File: src/rtl/pipe_stage_elastic.sv
// pipe_stage_elastic: elastic valid/ready pipeline register with flush
// to a bubble pattern, optional 2-entry skid buffer and stall counter.
//
// Ports:
//   CLK, RSTN           clock (rising), async active-low reset
//   FLUSH               sync flush, drops all entries to BUBBLE
//   IN_VALID/IN_READY   upstream handshake, IN_DATA payload
//   OUT_VALID/OUT_READY downstream handshake, OUT_DATA payload
//   OCC                 entry count (0..2)
//   CNT_CLR/STALL_CNT   clear / saturating count of stalled cycles
module pipe_stage_elastic #(
    parameter int unsigned    W       = 32,
    parameter logic [W-1:0]   BUBBLE  = '0,
    parameter bit             SKID_EN = 1'b1,
    parameter int unsigned    CW      = 16
) (
    input  logic          CLK,
    input  logic          RSTN,
    input  logic          FLUSH,
    input  logic          IN_VALID,
    output logic          IN_READY,
    input  logic [W-1:0]  IN_DATA,
    output logic          OUT_VALID,
    input  logic          OUT_READY,
    output logic [W-1:0]  OUT_DATA,
    output logic [1:0]    OCC,
    input  logic          CNT_CLR,
    output logic [CW-1:0] STALL_CNT
);

    typedef enum logic [1:0] {
        S_EMPTY = 2'd0,
        S_ONE   = 2'd1,
        S_FULL  = 2'd2
    } state_t;

    localparam logic [CW-1:0] CNT_MAX = '1;

    state_t        r_state;
    logic [W-1:0]  r_main;
    logic [W-1:0]  r_skid;
    logic          r_valid;
    logic          r_in_ready;
    logic [CW-1:0] r_cnt;

    logic          w_in_fire;
    logic          w_out_fire;
    logic          w_stall;

    // Without the skid entry, ready must look through to OUT_READY
    // to keep one entry per cycle.
    assign IN_READY   = SKID_EN ? r_in_ready : (~r_valid | OUT_READY);
    assign w_in_fire  = IN_VALID & IN_READY;
    assign w_out_fire = r_valid & OUT_READY;
    assign w_stall    = r_valid & ~OUT_READY;

    assign OUT_VALID  = r_valid;
    assign OUT_DATA   = r_main;
    assign OCC        = r_state;
    assign STALL_CNT  = r_cnt;

    always_ff @(posedge CLK or negedge RSTN) begin
        if (!RSTN) begin
            r_state    <= S_EMPTY;
            r_main     <= BUBBLE;
            r_skid     <= BUBBLE;
            r_valid    <= 1'b0;
            r_in_ready <= 1'b1;
        end else if (FLUSH) begin
            r_state    <= S_EMPTY;
            r_main     <= BUBBLE;
            r_skid     <= BUBBLE;
            r_valid    <= 1'b0;
            r_in_ready <= 1'b1;
        end else begin
            case (r_state)
                S_EMPTY: begin
                    if (w_in_fire) begin
                        r_main  <= IN_DATA;
                        r_valid <= 1'b1;
                        r_state <= S_ONE;
                    end
                end
                S_ONE: begin
                    if (w_in_fire && w_out_fire) begin
                        r_main <= IN_DATA;
                    end else if (w_in_fire && SKID_EN) begin
                        r_skid     <= IN_DATA;
                        r_in_ready <= 1'b0;
                        r_state    <= S_FULL;
                    end else if (w_out_fire) begin
                        r_main  <= BUBBLE;
                        r_valid <= 1'b0;
                        r_state <= S_EMPTY;
                    end
                end
                S_FULL: begin
                    if (w_out_fire) begin
                        r_main     <= r_skid;
                        r_skid     <= BUBBLE;
                        r_in_ready <= 1'b1;
                        r_state    <= S_ONE;
                    end
                end
                default: begin
                    r_state    <= S_EMPTY;
                    r_main     <= BUBBLE;
                    r_skid     <= BUBBLE;
                    r_valid    <= 1'b0;
                    r_in_ready <= 1'b1;
                end
            endcase
        end
    end

    // Stall counter ignores FLUSH; clear beats increment.
    always_ff @(posedge CLK or negedge RSTN) begin
        if (!RSTN) begin
            r_cnt <= '0;
        end else if (CNT_CLR) begin
            r_cnt <= '0;
        end else if (w_stall && (r_cnt != CNT_MAX)) begin
            r_cnt <= r_cnt + 1'b1;
        end
    end

endmodule

File: config.mk
export PLATFORM = sky130hd
export DESIGN_NAME = pipe_stage_elastic
export DESIGN_NICKNAME = d
export VERILOG_FILES = /design/src/rtl/pipe_stage_elastic.sv
export SDC_FILE = /design/constraint.sdc
export NUM_CORES = 1
export LEC_CHECK = 0
export BUFFER_PORTS_ARGS = -buffer_cell sky130_fd_sc_hd__buf_2
export CORE_ASPECT_RATIO = 0.5
export CORE_MARGIN = 5
export CORE_UTILIZATION = 34
export CTS_CLUSTER_DIAMETER = 30
export CTS_CLUSTER_SIZE = 10
export DETAILED_ROUTE_END_ITERATION = 12
export PLACE_DENSITY_LB_ADDON = 0.08
export SYNTH_ARGS = -nofsm -noshare
export SYNTH_HDL_FRONTEND = slang
export SYNTH_SLANG_ARGS = --single-unit
File: constraint.sdc
create_clock -name CLK -period 2 [get_ports CLK]
set_input_delay 0.1 -clock CLK [delete_from_list [all_inputs] [get_ports CLK]]
set_output_delay 0.1 -clock CLK [all_outputs]
set_load 0.005 [all_outputs]
After elaboration in Yosys (flattened, before gate mapping)
Cells that the tools add are included.
- input bits: 38
- bits in registers: 84
- logic and storage cells: 63
- output and inout port bits: 52
- bitwise gates (word level): 4
- eq/ne operators: 14
- reduce and logical (&&, ||, !) cells: 8
- muxes and demuxes: 30
- $add $sub $neg: 1
- operators with widths (operator ; count):
    $mux W32 ; 8
    $pmux W32 S3 ; 2
    $mux W16 ; 2
    $ne A3 B3 Y1 const B ; 6
    $add A16 B1 Y16 const B ; 1
    $ne A16 B16 Y1 const B ; 1
    $mux W2 ; 6
    $ne A4 B4 Y1 const B ; 3
    $reduce_and A4 Y1 ; 3
    $mux W1 ; 9
    $pmux W1 S3 ; 2
    $pmux W2 S3 ; 1
    $reduce_and A5 Y1 ; 1
    $ne A2 B2 Y1 const B ; 2
    $and A1 B1 Y1 ; 3
    $eq A2 B1 Y1 const B ; 1
    $eq A2 B2 Y1 const B ; 1
    $logic_and A1 B1 Y1 ; 2
    $logic_not A2 Y1 ; 1
    $reduce_bool A2 Y1 ; 1
    $not A1 Y1 ; 1

Logic depth before layout (Yosys ltp)
Gate-level depths: netlist of run 1.
- word-level depth: 6
- mapped depth: 7
- depth with buffers taken out: 5

Worst setup path before layout of run 1
Ideal clock, no wire load.
- path type: flip-flop to flip-flop
- start: register r_cnt[0] (netlist: STALL_CNT[0])
- end: register r_cnt[4] (netlist: STALL_CNT[4])
- data arrival time: 1.607 ns
- setup slack: 0.274 ns
- cell stages (with the launch flop): 7
- required time: 1.881 ns
- buffers on the path: 1
- period minus slack after synthesis: 1.726 ns
- setup time: 0.119 ns
- cells stage by stage: dfrtp_1 ha_1 and4_1 and4_4 buf_6 o31a_1 o21ba_2
- cells in the longest elaborated chain, start to end: 3
- elaborated cells between the ends (all ways): 6
- those cells by class: add/sub: 1; eq/ne: 1; mux: 2; reduce/logical: 2
- ends and longest elaborated chain (element ; RTL line ; RTL):
    start: declaration ; 44 ; logic [CW-1:0] r_cnt;
    start signal: assignment ; 123 ; r_cnt <= r_cnt + 1'b1;
    $add A16 B1 Y16 / $ne A16 B16 Y1 (equally long branches) ; 123, 122 ;
    $mux W16 / $logic_and A1 B1 Y1 (equally long branches) ; 122 ; end else if (w_stall && (r_cnt != CNT_MAX)) begin
    $mux W16 / $reduce_bool A2 Y1 (equally long branches) ; - ;
Several ways; a longest one is shown, not always the timed one. The select of a mux whose other input is x is not followed.
A chain may end at the register's enable or synchronous reset.

Final worst setup path of run 1
- start: register r_cnt[0] (netlist: STALL_CNT[0])
- end: register r_cnt[3] (netlist: STALL_CNT[3])
Same word-level chain as after synthesis.

==> results of run 1 <==
-- through the flow --
stage          cells  setup WS [ns]  area [µm²]  hold slack [ns]
2_1_floorplan    389          0.274        4080           -0.196
3_3_place_gp     630          0.207        4790            0.166
3_5_place_dp     630          0.136        4790            0.169
4_1_cts          646          0.118        5080         0.000490
5_1_grt          646       0.000952        5080          0.00537
6_report         646         0.0911        5080           0.0140
-- routing by layer --
metal,up-vias,wire length [µm],share of wire
met5,-,0,0
met4,0,76,0.0071
met3,7,525,0.049
met2,71,4970,0.46
met1,1655,5200,0.48
li1,1575,-,-
-- layout make-up --
class                           count  share of cell area
Sequential cell                    84               0.414
Clock inverter                      4             0.00665
Tap cell                          165              0.0407
Clock buffer                       11              0.0478
Inverter                           36              0.0266
Timing Repair Buffer              106               0.124
Multi-Input combinational cell    240               0.340
-- cells in the final DEF (no fill, tap or decap), types with 2 or more instances in the layout --
cell	instances
and4_1	3
clkinv_4	2
mux2_2	2
and3_1	3
or4_1	3
nor3_1	5
dfrtp_1	83
or3_1	2
a21oi_1	14
mux2i_1	33
and4_4	2
nand3_1	9
inv_1	36
buf_12	4
a31oi_1	3
buf_4	13
nor2b_1	3
nand4_1	2
o41ai_1	2
o21bai_1	3
o2bb2ai_1	32
nor2_1	7
a22oi_1	32
nand2b_1	7
nand2_1	41
o21ai_0	4
clkbuf_16	9
buf_2	88
nand4b_1	2
a211oi_1	2
-- cell usage after synthesis, types with 4 or more instances --
cell type and number:
mux2i_1 33, nand2b_1 7, a22oi_1 32, nor2_1 8
o21ai_0 4, nand3_1 9, nor2b_1 4, inv_1 36
o21bai_1 5, buf_2 7, a21oi_1 15, nor3_1 5
dfrtp_1 83, o2bb2ai_1 32, clkbuf_1 16, nand2_1 41
-- final timing paths --
check                                   from            to  slack [ns]  cells past startpoint
worst max-delay path            STALL_CNT[0]  STALL_CNT[3]        0.09                      5
worst max register to register  STALL_CNT[0]  STALL_CNT[3]        0.09                      5
min in group asynchronous               RSTN  STALL_CNT[9]        0.33                      2
worst min-delay path             IN_DATA[25]    r_skid[25]        0.01                      3
worst min register to register   OUT_DATA[1]   OUT_DATA[1]        0.48                      1
max in group asynchronous               RSTN     r_skid[3]        0.99                      3
-- cells by family after synthesis --
group | Yosys count | synth area share
buffers and inverters | 65 | 0.0688
and+or+nand+nor | 97 | 0.126
adders and majority gates | 1 | 0.00307
AOI/OAI and AO/OA | 107 | 0.200
muxes | 35 | 0.0866
DFF | 84 | 0.516
-- worst min-delay path: cells and delay by family --
family / cells / cell delay (ns)
buffers and inverters: 1 / 0.10
multiplexers: 1 / 0.06
AND/OR/NAND/NOR: 1 / 0.05
-- flip-flops by register name, indices dropped and copies added, names as in the netlist --
register,cells
OUT_DATA,32
r_skid,32
STALL_CNT,16
OCC,2
IN_READY,1
OUT_VALID,1
-- power groups by stage --
stage          clock (mW)  sequential (mW)  combinational, mW
2_1_floorplan           0             1.94              0.426
3_3_place_gp            0             1.96              0.774
3_5_place_dp            0             1.96              0.780
4_1_cts              1.63             1.93              0.782
5_1_grt              1.71             1.95              0.851
6_report             1.57             1.93              0.761
-- timing repair --
| action | 4_1_cts | 5_1_grt |
|---|---|---|
| endpoints found under the hold margin | 41 | 0 |
| setup buffers | 0 | 0 |
| hold buffers | 1 | 0 |
==> results by group, run 1 <==
Outcome
  • Outcome: completed

Floorplan
  • Io pins: 90
  • Die footprint: 0.0144 mm²
  • Row count: 28
  • Starting Density: 0.346
  • Die Height: 87.4 µm
  • Core area: 0.0118 mm²
  • Chip width: 165 µm

Route
  • Wire per inst: 16.7 µm
  • Drt pass-1 iters: 4
  • Routed WL: 10.8 mm
  • Routed Antenna Nets: 0
  • DR vias/cell: 5.12
  • DRC: 0
  • DRT iter0 DRCs: 210
  • Vias: 3308

STA
  • Final setup vio count: 0
  • Final Hold Viols: 0
  • RSZ-0062 raised after global routing: no
  • Final period util: 0.954
  • Fmax achieved: 0.524 GHz
  • Clock Skew: 0.00926 ns
  • Min Tclk post-route: 1.91 ns
  • Max-slew headroom: 0.582
  • Post-route setup TNS: 0 ns
  • Final Max Slew Viols: 0
  • Slew @ Worst Pin: 0.627 ns

Global route
  • Grt met3 use: 0.0449
  • Initial antenna violation count: 0
  • Vias in the first global route: 3335
  • First-pass GRT wire length: 17.6 mm
  • GRT busiest layer: met2
  • Total GRT Usage: 0.155
  • Total gr overflow: 0
  • GRT met2 Usage: 0.244
  • Pin count of the biggest net entering global routing: 46
  • Global-route met1 utilization: 0.214

Setup path
  • CP max stage cell: dfrtp_1
  • CP max FO: 13
  • Critical path data required time: 2.21 ns
  • Crit Path Category: register to register
  • Crit path DAT: 2.12 ns
  • Cell family with most CP delay: simple AND/OR/NAND/NOR gates
  • Cell Chain, Critical Path: ha_1 > and4_1 > and4_4 > nor3_1 > mux2_2
  • Largest stage delay, worst path: 0.43 ns
  • Sum of buffers and inverters on the critical path: 0
  • Worst Setup Start Kind: register
  • Nature of the critical path endpoint: register

Logic synthesis
  • Syn avg cell area: 10.5 µm²
  • Synth area leader: dfrtp_1
  • Share of the synthesized area in the top cell type: 0.510
  • Post-synthesis net count: 428
  • Cells after Synth: 389
  • Synth Register Bits: 84
  • Ys Warns: 0
  • Post-synth cell types: 50
  • Top_reg_cell synth: dfrtp_1
  • Number of enable flip-flop cells after synthesis: 0
  • Ys async rst share: 1.00
  • Synth top area cells: dfrtp_1 51%, mux2i_1 8.1%, o2bb2ai_1 6.9%
  • Cell Area, Synth: 0.00408 mm²
  • Sequential fraction of the synthesis area: 0.516

Placed design
  • HPWL after DPL: 7.07 mm
  • Port buffer count: 89
  • Gp weighted congestion: 0.807

Clocking
  • CTS buffer count: 9
  • Clock sinks: 84
  • Clk buf depth: 2
  • PostCTS Resize Cnt: 0
  • CTS clk-pin slew, worst paths: 0.07 ns
  • TritonCTS clock tree: built
  • Htree depth: 3
  • Root Driver: clkbuf_16
  • Worst-skew pair later-pin latency: 0.33 ns

Cells and area
  • # diodes: 0
  • Nets@finish: 516
  • Final core occ: 0.431
  • Area of the multi-input gates: 0.00173 mm²
  • Layout cells sized above 1: 0.281
  • Area delta synth->final: 24.6%
  • # fillers: 1184
  • Sequential cell area: 0.00210 mm²

Pwr
  • NetSw: 1.22 mW
  • Worst vdd ir: 0.000387 V
  • Pleak: 2.43 nW
  • Total power: 4.26 mW
  • Register share of total power: 0.453
  • Power per cell area: 838 mW/mm²
  • Comb power frac: 0.179
  • Pint: 3.03 mW
  • Sw Ratio: 0.288
  • Clock power frac: 0.368

Run
  • Max cap viols: 0

Hold path
  • Tightest Hold Check Type: primary input to register
Power figures use the tool's default switching activity.
==> run 2: changes to the inputs <==
clock period = 2.07 ns   (was 2 ns; I/O delays follow)
==> results by group, run 2 (synthesized netlist as in run 1, its figures left out) <==
Pwr
  • NetSw: 1.16 mW
  • Sw Ratio: 0.287
  • Power per cell area: 802 mW/mm²
  • Pleak: 2.40 nW
  • Clock power frac: 0.360
  • Pint: 2.87 mW
  • Worst vdd ir: 0.000389 V
  • Register share of total power: 0.463
  • Comb power frac: 0.177

Placed design
  • HPWL after DPL: 6.82 mm
  • Port buffer count: 89
  • Pre-CTS setup slack: 0.225 ns
  • Gp weighted congestion: 0.824

Cells and area
  • Area delta synth->final: 23.2%
  • Nets@finish: 514
  • # fillers: 1177
  • Area of the multi-input gates: 0.00173 mm²
  • Final core occ: 0.427
  • # diodes: 0
  • Layout cells sized above 1: 0.273
  • Most frequent cells in the layout: 88 x buf_2, 83 x dfrtp_1, 41 x nand2_1
  • Sequential cell area: 0.00210 mm²
  • Most common cell after layout, fill and taps aside: buf_2

Clocking
  • Post-CTS Setup Inserts: 0
  • CTS buffer count: 9
  • Root Driver: clkbuf_16
  • Worst-skew pair later-pin latency: 0.33 ns
  • TritonCTS clock tree: built
  • Hold_buf cts: 2
  • Clk buf depth: 2
  • Clock sinks: 84
  • PostCTS Resize Cnt: 0
  • CTS clk-pin slew, worst paths: 0.06 ns
  • Htree depth: 3

Setup path
  • Crit path DAT: 2.10 ns
  • Crit Path Category: register to register
  • Worst reg2reg setup slack: 0.23 ns
  • Worst Setup Start Kind: register
  • Worst r2r src: STALL_CNT[0]
  • Reg-to-Reg End: STALL_CNT[2]
  • Cell Chain, Critical Path: ha_1 > and4_1 > and4_4 > or3_2 > a21oi_1
  • Nature of the critical path endpoint: register
  • Sum of buffers and inverters on the critical path: 0
  • Worst R2R Path Depth: 5
  • Largest stage delay, worst path: 0.45 ns
  • Cell family with most CP delay: simple AND/OR/NAND/NOR gates
  • CP max stage cell: or3_2
  • CP max FO: 13
  • Critical path data required time: 2.32 ns

Global route
  • Vias in the first global route: 3288
  • Initial antenna violation count: 0
  • Total GRT Usage: 0.152
  • First-pass GRT wire length: 17.3 mm
  • Total gr overflow: 0
  • Pin count of the biggest net entering global routing: 85

Outcome
  • Outcome: completed

Route
  • Drt pass-1 iters: 4
  • Routed WL: 10.5 mm
  • Wire per inst: 16.3 µm
  • Vias: 3274
  • Routed Antenna Nets: 0
  • DR vias/cell: 5.08
  • DRC: 0
  • DRT iter0 DRCs: 261

Floorplan
  • Core area: 0.0118 mm²
  • Chip width: 165 µm
  • Io pins: 90
  • Die footprint: 0.0144 mm²
  • Die Height: 87.4 µm
  • Starting Density: 0.346
  • Row count: 28

STA
  • Slew @ Worst Pin: 0.503 ns
  • RSZ-0062 raised after global routing: no
  • Final setup vio count: 0
  • Final period util: 0.890
  • Post-route setup TNS: 0 ns
  • Clock Skew: 0.00469 ns
  • Final Hold Viols: 0
  • Max-slew headroom: 0.665
  • Fmax achieved: 0.543 GHz
  • Setup ws final: 0.227 ns
  • Final Max Slew Viols: 0
  • Min Tclk post-route: 1.84 ns

Hold path
  • Tightest Hold Check Type: primary input to register
  • Worst Hold End: r_skid[26]
  • Hold Path Cell Cnt: 3
  • HP Start: IN_DATA[26]

Run
  • Max cap viols: 0
run 2: cell count changes in the layout (fill, tap and decap cells not counted), sizes merged:
cell and change:
buf -3, clkinvlp +2, clkinv -1, dlygate4sd3 +1, inv -1
run 2: layout make-up:
type / instances / area share
sequential: 84 / 0.419
clock inverter: 4 / 0.00548
timing repair buffer: 104 / 0.118
inverter: 36 / 0.0269
tap: 165 / 0.0411
multi-input combinational: 240 / 0.344
clock buffer: 11 / 0.0463
run 2: worst max path at each step:
| stage | from | depth (start not counted) | endpoint |
|---|---|---|---|
| after floorplan | STALL_CNT[0] | 6 | STALL_CNT[4] |
| after global placement | STALL_CNT[0] | 5 | STALL_CNT[2] |
| after detailed placement | STALL_CNT[0] | 5 | STALL_CNT[12] |
| after CTS | STALL_CNT[0] | 5 | STALL_CNT[3] |
| after global routing | STALL_CNT[1] | 5 | STALL_CNT[12] |
| final | STALL_CNT[0] | 5 | STALL_CNT[2] |
run 2: power by group through the flow:
stage | Clock, mW | Sequential, mW | Combinational [mW]
floorplan | 0 | 1.87 | 0.412
global placement | 0 | 1.90 | 0.730
detailed placement | 0 | 1.89 | 0.732
CTS | 1.51 | 1.87 | 0.736
global route | 1.57 | 1.89 | 0.806
finish | 1.45 | 1.87 | 0.714
run 2: per-stage QoR:
step                std cells  hold slack, ns  cell area, µm²  total power [mW]
finish                    644          0.0234            5020              4.03
global route              644          0.0165            5020              4.26
CTS                       644         0.00904            5020              4.11
global placement          627           0.182            4740              2.63
floorplan                 389          -0.192            4080              2.29
detailed placement        627           0.182            4740              2.62
run 2: tightest hold or removal path, stage by stage:
cell	delay [ns]
buf_2	0.11
nand2_1	0.05
mux2i_1	0.05
run 2: metal layers:
layer,global-route usage,share of wire
met1,0.213,0.50
met2,0.236,0.45
met3,0.0440,0.043
met4,0.0325,0.0091
met5,0,0
